$ cat config.mk
export PLATFORM = sky130hd
export DESIGN_NAME = dot_feeder_flat
export DESIGN_NICKNAME = d
export VERILOG_FILES = /design/src/rtl/dot_feeder_if.sv /design/src/rtl/dot_feeder.sv /design/src/flat_wrapper.sv
export SDC_FILE = /design/constraint.sdc
export NUM_CORES = 1
export LEC_CHECK = 0
export ABC_AREA = 1
export CAP_MARGIN = 10
export CORE_MARGIN = 2
export CORE_UTILIZATION = 33
export CTS_BUF_LIST = sky130_fd_sc_hd__clkbuf_8
export CTS_CLUSTER_DIAMETER = 40
export DETAILED_ROUTE_END_ITERATION = 10
export HOLD_SLACK_MARGIN = 0.06
export PLACE_DENSITY = 0.61
export SETUP_SLACK_MARGIN = 0.5
export SKIP_LAST_GASP = 1
export SYNTH_ARGS = -nofsm -noshare
export SYNTH_HDL_FRONTEND = slang
export SYNTH_SLANG_ARGS = --single-unit
$ cat constraint.sdc
create_clock -name clk -period 2.6 [get_ports clk]
set_input_delay 0.26 -clock clk [delete_from_list [all_inputs] [get_ports clk]]
set_output_delay 0.26 -clock clk [all_outputs]
set_load 0.1 [all_outputs]
$ cat src/rtl/dot_feeder_if.sv
// rtl/dot_feeder_if.sv - operand-fetch and product-stream bundle for dot_feeder
//
// Purpose: groups the run request, operand-memory read port and the product
// stream that dot_feeder drives into the accumulator.
//
// Signals:
//   start, a_base, b_base, b_stride  run request and addressing (to feeder)
//   rd_en, a_addr, b_addr            operand-memory read strobe and addresses
//   a_rdata, b_rdata                 Q5.10 operands, one cycle after rd_en
//   data, ena                        Q10.21 product and its valid strobe
//   busy, done, sat                  run status
//
// Modports: master = requester/memory side, slave = dot_feeder.
interface dot_feeder_if #(
  parameter int ADDR_W = 4
) ();
  logic              start;
  logic [ADDR_W-1:0] a_base;
  logic [ADDR_W-1:0] b_base;
  logic [ADDR_W-1:0] b_stride;
  logic              rd_en;
  logic [ADDR_W-1:0] a_addr;
  logic [ADDR_W-1:0] b_addr;
  logic [15:0]       a_rdata;
  logic [15:0]       b_rdata;
  logic [31:0]       data;
  logic              ena;
  logic              busy;
  logic              done;
  logic              sat;

  modport master (
    output start, a_base, b_base, b_stride, a_rdata, b_rdata,
    input  rd_en, a_addr, b_addr, data, ena, busy, done, sat
  );

  modport slave (
    input  start, a_base, b_base, b_stride, a_rdata, b_rdata,
    output rd_en, a_addr, b_addr, data, ena, busy, done, sat
  );
endinterface

$ cat src/rtl/dot_feeder.sv
// rtl/dot_feeder.sv - walks an A row and a B column and streams Q10.21 products
//
// Purpose: on each accepted start, issues DIM reads (A at a_base+k, B at
// b_base+k*b_stride), multiplies each returned Q5.10 pair and emits one
// registered, saturated Q10.21 product per cycle with a one-cycle ena.
//
// Ports:
//   clk   rising-edge clock
//   rst   asynchronous active-low reset
//   bus   dot_feeder_if.slave (request, memory read port, product stream)
//
// Timing: start accepted at edge 0 -> rd_en cycles 1..DIM -> ena cycles
// 3..DIM+2, done with the last ena, busy cycles 1..DIM+2.
module dot_feeder #(
  parameter int DIM    = 3,
  parameter int ADDR_W = 4
) (
  input logic         clk,
  input logic         rst,
  dot_feeder_if.slave bus
);

  localparam logic [1:0] S_IDLE  = 2'd0;
  localparam logic [1:0] S_READ  = 2'd1;
  localparam logic [1:0] S_DRAIN = 2'd2;

  localparam int            KW     = (DIM > 1) ? $clog2(DIM) : 1;
  localparam logic [KW-1:0] K_LAST = KW'(DIM - 1);

  logic [1:0]        state_q,  state_d;
  logic [KW-1:0]     k_q,      k_d;
  logic [ADDR_W-1:0] stride_q, stride_d;
  logic              rd_en_q,  rd_en_d;
  logic [ADDR_W-1:0] a_addr_q, a_addr_d;
  logic [ADDR_W-1:0] b_addr_q, b_addr_d;
  logic              v1_q,     v1_d;
  logic              v1_last_q, v1_last_d;
  logic [31:0]       data_q,   data_d;
  logic              ena_q,    ena_d;
  logic              done_q,   done_d;
  logic              sat_q,    sat_d;

  // Q5.10 x Q5.10 -> Q11.20. The result fits Q10.21 only when the two top
  // bits agree; otherwise clamp to the extreme of the product's sign.
  logic signed [31:0] prod;
  logic               prod_ovf;
  logic [31:0]        prod_fmt;

  assign prod     = $signed(bus.a_rdata) * $signed(bus.b_rdata);
  assign prod_ovf = prod[31] ^ prod[30];
  assign prod_fmt = prod_ovf ? (prod[31] ? 32'h8000_0000 : 32'h7FFF_FFFF)
                             : {prod[30:0], 1'b0};

  always_comb begin
    state_d   = state_q;
    k_d       = k_q;
    stride_d  = stride_q;
    rd_en_d   = 1'b0;
    a_addr_d  = a_addr_q;
    b_addr_d  = b_addr_q;
    data_d    = data_q;
    sat_d     = sat_q;

    // Read data is valid the cycle after rd_en; the product lands one
    // cycle later. The last-element marker rides the same pipeline so done
    // lines up with the final ena.
    v1_d      = rd_en_q;
    v1_last_d = rd_en_q && (k_q == K_LAST);
    ena_d     = v1_q;
    done_d    = v1_last_q;

    if (v1_q) begin
      data_d = prod_fmt;
      if (prod_ovf) begin
        sat_d = 1'b1;
      end
    end

    case (state_q)
      S_IDLE: begin
        if (bus.start) begin
          state_d  = S_READ;
          k_d      = '0;
          stride_d = bus.b_stride;
          rd_en_d  = 1'b1;
          a_addr_d = bus.a_base;
          b_addr_d = bus.b_base;
          sat_d    = 1'b0;
        end
      end
      S_READ: begin
        if (k_q == K_LAST) begin
          state_d = S_DRAIN;
        end else begin
          // B column walk is an accumulated stride, no multiplier.
          k_d      = k_q + 1'b1;
          rd_en_d  = 1'b1;
          a_addr_d = a_addr_q + 1'b1;
          b_addr_d = b_addr_q + stride_q;
        end
      end
      S_DRAIN: begin
        if (done_q) begin
          state_d = S_IDLE;
        end
      end
      default: state_d = S_IDLE;
    endcase
  end

  always_ff @(posedge clk or negedge rst) begin
    if (!rst) begin
      state_q   <= S_IDLE;
      k_q       <= '0;
      stride_q  <= '0;
      rd_en_q   <= 1'b0;
      a_addr_q  <= '0;
      b_addr_q  <= '0;
      v1_q      <= 1'b0;
      v1_last_q <= 1'b0;
      data_q    <= '0;
      ena_q     <= 1'b0;
      done_q    <= 1'b0;
      sat_q     <= 1'b0;
    end else begin
      state_q   <= state_d;
      k_q       <= k_d;
      stride_q  <= stride_d;
      rd_en_q   <= rd_en_d;
      a_addr_q  <= a_addr_d;
      b_addr_q  <= b_addr_d;
      v1_q      <= v1_d;
      v1_last_q <= v1_last_d;
      data_q    <= data_d;
      ena_q     <= ena_d;
      done_q    <= done_d;
      sat_q     <= sat_d;
    end
  end

  assign bus.rd_en  = rd_en_q;
  assign bus.a_addr = a_addr_q;
  assign bus.b_addr = b_addr_q;
  assign bus.data   = data_q;
  assign bus.ena    = ena_q;
  assign bus.done   = done_q;
  assign bus.sat    = sat_q;
  assign bus.busy   = (state_q != S_IDLE);

endmodule

$ cat src/flat_wrapper.sv
// flat-port wrapper written by rule: the top's interface ports become plain ports
module dot_feeder_flat 
#(
  parameter int DIM    = 3,
  parameter int ADDR_W = 4
)
  (clk, rst, bus_start, bus_a_base, bus_b_base, bus_b_stride, bus_a_rdata, bus_b_rdata, bus_rd_en, bus_a_addr, bus_b_addr, bus_data, bus_ena, bus_busy, bus_done, bus_sat);
  dot_feeder_if #(.ADDR_W(ADDR_W)) bus_i ();
  input logic clk;
  input logic rst;
  input wire logic [$bits(bus_i.start)-1:0] bus_start;
  input wire logic [$bits(bus_i.a_base)-1:0] bus_a_base;
  input wire logic [$bits(bus_i.b_base)-1:0] bus_b_base;
  input wire logic [$bits(bus_i.b_stride)-1:0] bus_b_stride;
  input wire logic [$bits(bus_i.a_rdata)-1:0] bus_a_rdata;
  input wire logic [$bits(bus_i.b_rdata)-1:0] bus_b_rdata;
  output wire logic [$bits(bus_i.rd_en)-1:0] bus_rd_en;
  output wire logic [$bits(bus_i.a_addr)-1:0] bus_a_addr;
  output wire logic [$bits(bus_i.b_addr)-1:0] bus_b_addr;
  output wire logic [$bits(bus_i.data)-1:0] bus_data;
  output wire logic [$bits(bus_i.ena)-1:0] bus_ena;
  output wire logic [$bits(bus_i.busy)-1:0] bus_busy;
  output wire logic [$bits(bus_i.done)-1:0] bus_done;
  output wire logic [$bits(bus_i.sat)-1:0] bus_sat;
  assign bus_i.start = bus_start;
  assign bus_i.a_base = bus_a_base;
  assign bus_i.b_base = bus_b_base;
  assign bus_i.b_stride = bus_b_stride;
  assign bus_i.a_rdata = bus_a_rdata;
  assign bus_i.b_rdata = bus_b_rdata;
  assign bus_rd_en = bus_i.rd_en;
  assign bus_a_addr = bus_i.a_addr;
  assign bus_b_addr = bus_i.b_addr;
  assign bus_data = bus_i.data;
  assign bus_ena = bus_i.ena;
  assign bus_busy = bus_i.busy;
  assign bus_done = bus_i.done;
  assign bus_sat = bus_i.sat;
  dot_feeder #(.DIM(DIM), .ADDR_W(ADDR_W)) u_core (.clk(clk), .rst(rst), .bus(bus_i));
endmodule
==> results.ini, run 1 <==
[clock_tree]
cts_root_buf = clkbuf_8
cts_max_path_buffers = 2
htree_num_levels = 2
clkLatencyLatePin_ps = 320
cts_buffers = 5
clock-sinks = 54
cts_tree = yes
clk_pin_slew_ps = 100
cts_hold_buffers = 0

[setup_path]
critPathRequiredTime_ps = 2870
r2r_slack_ps = 750
worstSetupPathType = in2reg
start_kind = input pin
arrival_ps = 6200
crit_path_top_delay_cell = fa_1
rr_endpoint = u_core.bus.a_addr[2]
cp_max_fo = 6
r2r_start = u_core.state_q[1]
r2r_cells = 8
end_kind = register
critical-path-max-stage-delay_ps = 540

[grt]
grtUsageTotal_pct = 19.6
grt_overflow = 0
grt_antenna_before_repair = 1
grt_pass1_wl_mm = 65.0
grt_pass1_vias = 13000
grt_max_degree = 45

[place]
portBuffers = 91
place_inst = 2528
dp_slack_ps = -4150
dp_hpwl_mm = 31.6
gp_congestion = 0.852

[sta]
fmax_ghz = 0.169
min_period_ps = 5930
period_share_pct = 228
hold_violations = 0
max-slew-margin-rel_pct = 35.2
setup_viol = 33
tightest_slew_ps = 972
fin_worst_skew_ps = 9.30
timing.final.ws_setup_ps = -3330
drv_slew = 0
rsz0062_at_grt = true

[synth]
ys_types = 35
yosys.area.top_type_share_pct = 39.5
synth_area_um2 = 13300
yosysMostFrequentCell = inv_1
ys_ff_latch = 54
synth_edf_count = 0
yosys_warnings = 0
synthTopCellsByCount = inv_1 (504), nand2_1 (500), fa_1 (263)
synth_fp_nets = 2160
synth_top_cell_by_area = fa_1
ys_seq_area_share_pct = 10.1
syn_inst = 1762
synth-main-ff-cell = dfrtp_1
async_flop_share_pct = 100
synthTopCellsByArea = fa_1 (39%), inv_1 (14%), nand2_1 (14%)
syn_area_per_cell_um2 = 7.57

[final_layout]
areaGrowthSynthToFinish_pct = 39.3
fin_cells = 2658
num_antenna_cells = 0
drive_gt1_share_pct = 30.6
nets = 2530

[hold_path]
min-delay-path-class = in2async

[floorplan]
die_y_um = 205
std_cell_rows = 73
ios = 92
initial_core_util_pct = 33.5
coreArea_um2 = 39800
die_w_um = 205
die-area_um2 = 42000

[detailed_routing]
drt_iter0_markers = 600
first_pass_iters = 5
via_per_inst = 4.54
detail_route.wl_per_cell_um = 14.9
drcViolationCount = 0
antenna_left = 0
wl_mm = 39.7
num_vias = 12100

[run_status]
status = finished, violations left
failed_checks = setup timing

[job]
max_cap_violations = 0

==> routing by layer <==
metal	track usage (%)	vias up	routed length (um)	part of all wire, %
li1	-	5755	-	-
met1	25.1	5963	16700	42
met2	34.4	283	19700	50
met3	3.05	69	2280	5.7
met4	4.91	2	1060	2.7
met5	0	-	9	0.023
==> how the worst max path moves through the flow <==
| stage | startpoint | end | slack, ps | cells past startpoint |
|---|---|---|---|---|
| final | bus_a_rdata[14] | u_core.bus.data[24] | -3330 | 30 |
| after detailed placement | bus_a_rdata[15] | u_core.bus.data[14] | -4150 | 26 |
| after global placement | bus_a_rdata[0] | u_core.bus.data[14] | -4150 | 23 |
| after floorplan | bus_a_rdata[15] | u_core.bus.data[7] | -3150 | 28 |
| after global routing | bus_b_rdata[5] | u_core.bus.data[12] | -3540 | 32 |
| after CTS | bus_a_rdata[15] | u_core.bus.data[24] | -3290 | 31 |
==> cell type report <==
| type | instances | area [um^2] |
|---|---|---|
| inverters | 505 | 1910 |
| repair buffers | 437 | 3980 |
| clock buffers | 6 | 82.6 |
| well taps | 525 | 657 |
| flip-flops and latches | 54 | 1350 |
| fillers | 3906 | 21300 |
| clock inverters | 2 | 16.3 |
| multi-input cells | 1129 | 10600 |
==> cells in the final DEF (no fill, tap or decap), types with 13 or more instances in the layout <==
master / netlist / layout
ha_1: 88 / 64
inv_1: 504 / 470
nor2_1: 70 / 61
o21ai_0: 28 / 18
ha_4: 0 / 24
clkdlybuf4s50_1: 0 / 14
a21oi_1: 42 / 23
fa_2: 0 / 19
fa_1: 263 / 244
nand2_4: 0 / 16
buf_12: 0 / 25
nand3_1: 45 / 35
buf_2: 2 / 19
a21oi_2: 9 / 26
nand2_1: 500 / 446
buf_4: 1 / 319
inv_2: 1 / 31
nand4_1: 13 / 13
nand2_2: 23 / 61
buf_6: 5 / 38
dfrtp_1: 54 / 54
==> sequential cells by signal, summed over array words and instances (netlist names) <==
| name | cells |
|---|---|
| u_core.k_q | 2 |
| u_core.done_d | 1 |
| u_core.bus.a_addr | 4 |
| u_core.bus.b_addr | 4 |
| u_core.stride_q | 4 |
| u_core.bus.sat | 1 |
| u_core.bus.done | 1 |
| u_core.bus.ena | 1 |
| u_core.bus.data | 32 |
| u_core.state_q | 2 |
| u_core.bus.rd_en | 1 |
| u_core.ena_d | 1 |
==> stage by stage <==
step | instance area, um^2 | hold WS (ps) | TNS, ps | utilization, %
after floorplan | 13900 | -35.6 | -102540 | -
after global placement | 16700 | 335 | -134150 | 41.8
after detailed placement | 16700 | 354 | -134060 | 41.8
after CTS | 18200 | 124 | -104690 | 45.7
after global routing | 18600 | 166 | -113360 | 46.6
final | 18600 | 85.9 | -106230 | 46.6
==> cells by family (layout without fill, tap and decap cells) <==
group | Yosys count | after routing | synth area share, %
compound gates | 91 | 91 | 3.86
xor+xnor | 13 | 13 | 0.854
fa+ha+maj | 351 | 351 | 47.7
mux | 3 | 3 | 0.253
flops | 54 | 54 | 10.1
buf+inv | 579 | 950 | 16.6
simple gates | 671 | 671 | 20.5
==> critical path: cells and delay by family <==
kind | cells | cell delay (ps)
adders and majority gates | 8 | 3600
buffers and inverters | 11 | 1130
and+or+nand+nor | 9 | 770
xor gates and xnor gates | 1 | 300
AOI/OAI and AO/OA | 1 | 110
==> timing repair <==
action / CTS / global route
resized for setup: 253 / 92
gates cloned: 10 / 4
endpoints found under the setup margin: 33 / 38
pin swaps: 96 / 88
hold endpoints to repair: 0 / 0
buffers inserted: 87 / 21
Power of run 1 is left out: the tool's default activity adds up to more than one toggle a clock period on the data nets, which glitch-free logic cannot reach.
==> run 2, diff against run 1 <==
--- a/config.mk
+++ b/config.mk
@@ -8,12 +8,12 @@
 export ABC_AREA = 1
 export CAP_MARGIN = 10
 export CORE_MARGIN = 2
-export CORE_UTILIZATION = 33
+export CORE_UTILIZATION = 45
 export CTS_BUF_LIST = sky130_fd_sc_hd__clkbuf_8
 export CTS_CLUSTER_DIAMETER = 40
 export DETAILED_ROUTE_END_ITERATION = 10
 export HOLD_SLACK_MARGIN = 0.06
-export PLACE_DENSITY = 0.61
+export PLACE_DENSITY = 0.75
 export SETUP_SLACK_MARGIN = 0.5
 export SKIP_LAST_GASP = 1
 export SYNTH_ARGS = -nofsm -noshare
==> run 2 against run 1 <==
Against the previous run: the flow still finishes with violations (setup timing); global-route usage grew 6.2 points; final cell count shrank 7.1%; register-to-register slack gained 70 ps; critical endpoint is now u_core.bus.data[7]; first-iteration DRC count grew 28%; clock skew grew 4.8 ps; flip-flop and latch count is the same; core utilization grew 14 points; design area shrank 3.8%; critical path depth is the same; highest routed layer is now met4.
==> results.ini, run 2 (same netlist as run 1, synthesis figures left out) <==
[final_layout]
drive_gt1_share_pct = 25.4  ; -5.2 points
final_cell_mix = inv_1 (482), nand2_1 (460), buf_4 (279)
nets = 2477  ; -2.1%
largest_reg_flops = 32  ; unchanged
areaGrowthSynthToFinish_pct = 34.0
layout_commonest_cell = inv_1
num_antenna_cells = 0  ; unchanged
final_core_utilization_pct = 60.8  ; +14 points

[clock_tree]
cts_max_path_buffers = 2  ; unchanged
clock-sinks = 54  ; unchanged
htree_num_levels = 2  ; unchanged
clk_pin_slew_ps = 110  ; about the same
cts_buffers = 5  ; unchanged
cts_tree = yes
clkLatencyLatePin_ps = 320  ; about the same
cts_root_buf = clkbuf_8

[sta]
rsz0062_at_grt = true
fmax_ghz = 0.162  ; -3.9%
max-slew-margin-rel_pct = 29.9  ; -5.3 points
setup_viol = 33  ; unchanged
min_period_ps = 6170  ; +243 ps
drv_slew = 0  ; unchanged
timing.final.ws_setup_ps = -3570  ; -243 ps
hold_violations = 0  ; unchanged
tightest_slew_ps = 1050  ; +79.9 ps
period_share_pct = 237  ; +9.3 points
fin_worst_skew_ps = 14.1  ; +4.85 ps

[grt]
grtUsageTotal_pct = 25.8  ; +6.2 points
grt_antenna_before_repair = 0  ; -1
grt_pass1_vias = 13300  ; +2.2%
grt_overflow = 0  ; unchanged
grt_pass1_wl_mm = 63.9  ; -1.6%
grt_max_degree = 48  ; +6.7%

[hold_path]
min-delay-path-class = in2async

[detailed_routing]
wl_mm = 37.9  ; -4.5%
num_vias = 12100  ; -0.14%
drcViolationCount = 0  ; unchanged
detail_route.wl_per_cell_um = 15.3  ; +2.7%
via_per_inst = 4.88  ; +7.5%
drt_iter0_markers = 765  ; +28%
first_pass_iters = 6  ; +1
antenna_left = 0  ; unchanged

[setup_path]
crit_top_cell = fa_1
arrival_ps = 6420  ; +220 ps
r2r_cells = 8  ; unchanged
critical-path-max-stage-delay_ps = 600  ; +60 ps
worstSetupPathType = in2reg
rr_endpoint = u_core.bus.a_addr[2]
cp_max_fo = 7  ; +1
crit_path_top_delay_cell = fa_2
r2r_slack_ps = 820  ; +70 ps
critPathBufInv = 12  ; +1
start_kind = input pin
end_kind = register
r2r_start = u_core.state_q[1]
critPathRequiredTime_ps = 2850  ; -20 ps
critPathLaunch = bus_a_rdata[15]
crit_cells = 30  ; unchanged
cp_top_family = adder cells

[place]
gp_congestion = 0.909  ; +6.8%
dp_hpwl_mm = 29.8  ; -5.5%
portBuffers = 91  ; unchanged

[floorplan]
die-area_um2 = 31000  ; -26%
die_w_um = 176  ; -14%
std_cell_rows = 63  ; -14%
coreArea_um2 = 29400  ; -26%
ios = 92  ; unchanged
initial_core_util_pct = 45.3  ; +12 points
die_y_um = 176  ; -14%

[run_status]
failed_checks = setup timing
status = finished, violations left

[job]
max_cap_violations = 0  ; unchanged

## run 2: worst max path at each step
stage | to
finish | u_core.bus.data[7]
global route | u_core.bus.data[7]
CTS | u_core.bus.data[29]
detailed placement | u_core.bus.data[14]
global placement | u_core.bus.data[11]
floorplan | u_core.bus.data[7]
## run 2: stage by stage
stage / worst slack, ps / std cells / cell area (um^2) / hold slack (ps) / TNS [ps]
after floorplan: -3150 / 1762 / 13900 / -35.6 / -102540
after global placement: -4090 / 2371 / 16400 / 334 / -132260
after detailed placement: -4120 / 2371 / 16400 / 337 / -132130
after CTS: -3460 / 2464 / 17700 / 157 / -111830
after global routing: -3790 / 2470 / 17900 / 189 / -122130
final: -3570 / 2470 / 17900 / 110 / -114930
## run 2: final cells by class
type	instances	area, um^2
fill	2490	11500
clock buffer	5	68.8
clock inverter	3	26.3
tap	390	488
timing repair buffer	384	3610
multi-input combinational	1129	10400
sequential	54	1350
inverter	505	1900
## run 2: routing by layer
layer	up-vias	share of wire (%)	track usage (%)
met2	350	52	47.0
met4	0	3.0	7.30
met5	-	0	0
li1	5660	-	-
met1	5951	40	31.7
met3	94	5.3	3.83
## run 2: timing repair
item,CTS,global route
cloned,8,1
setup buffers,77,5
gates resized for setup,157,27
hold buffers,0,0
setup endpoints to repair,33,38
pin swaps,69,33
Power of run 2 is left out for the same reason.
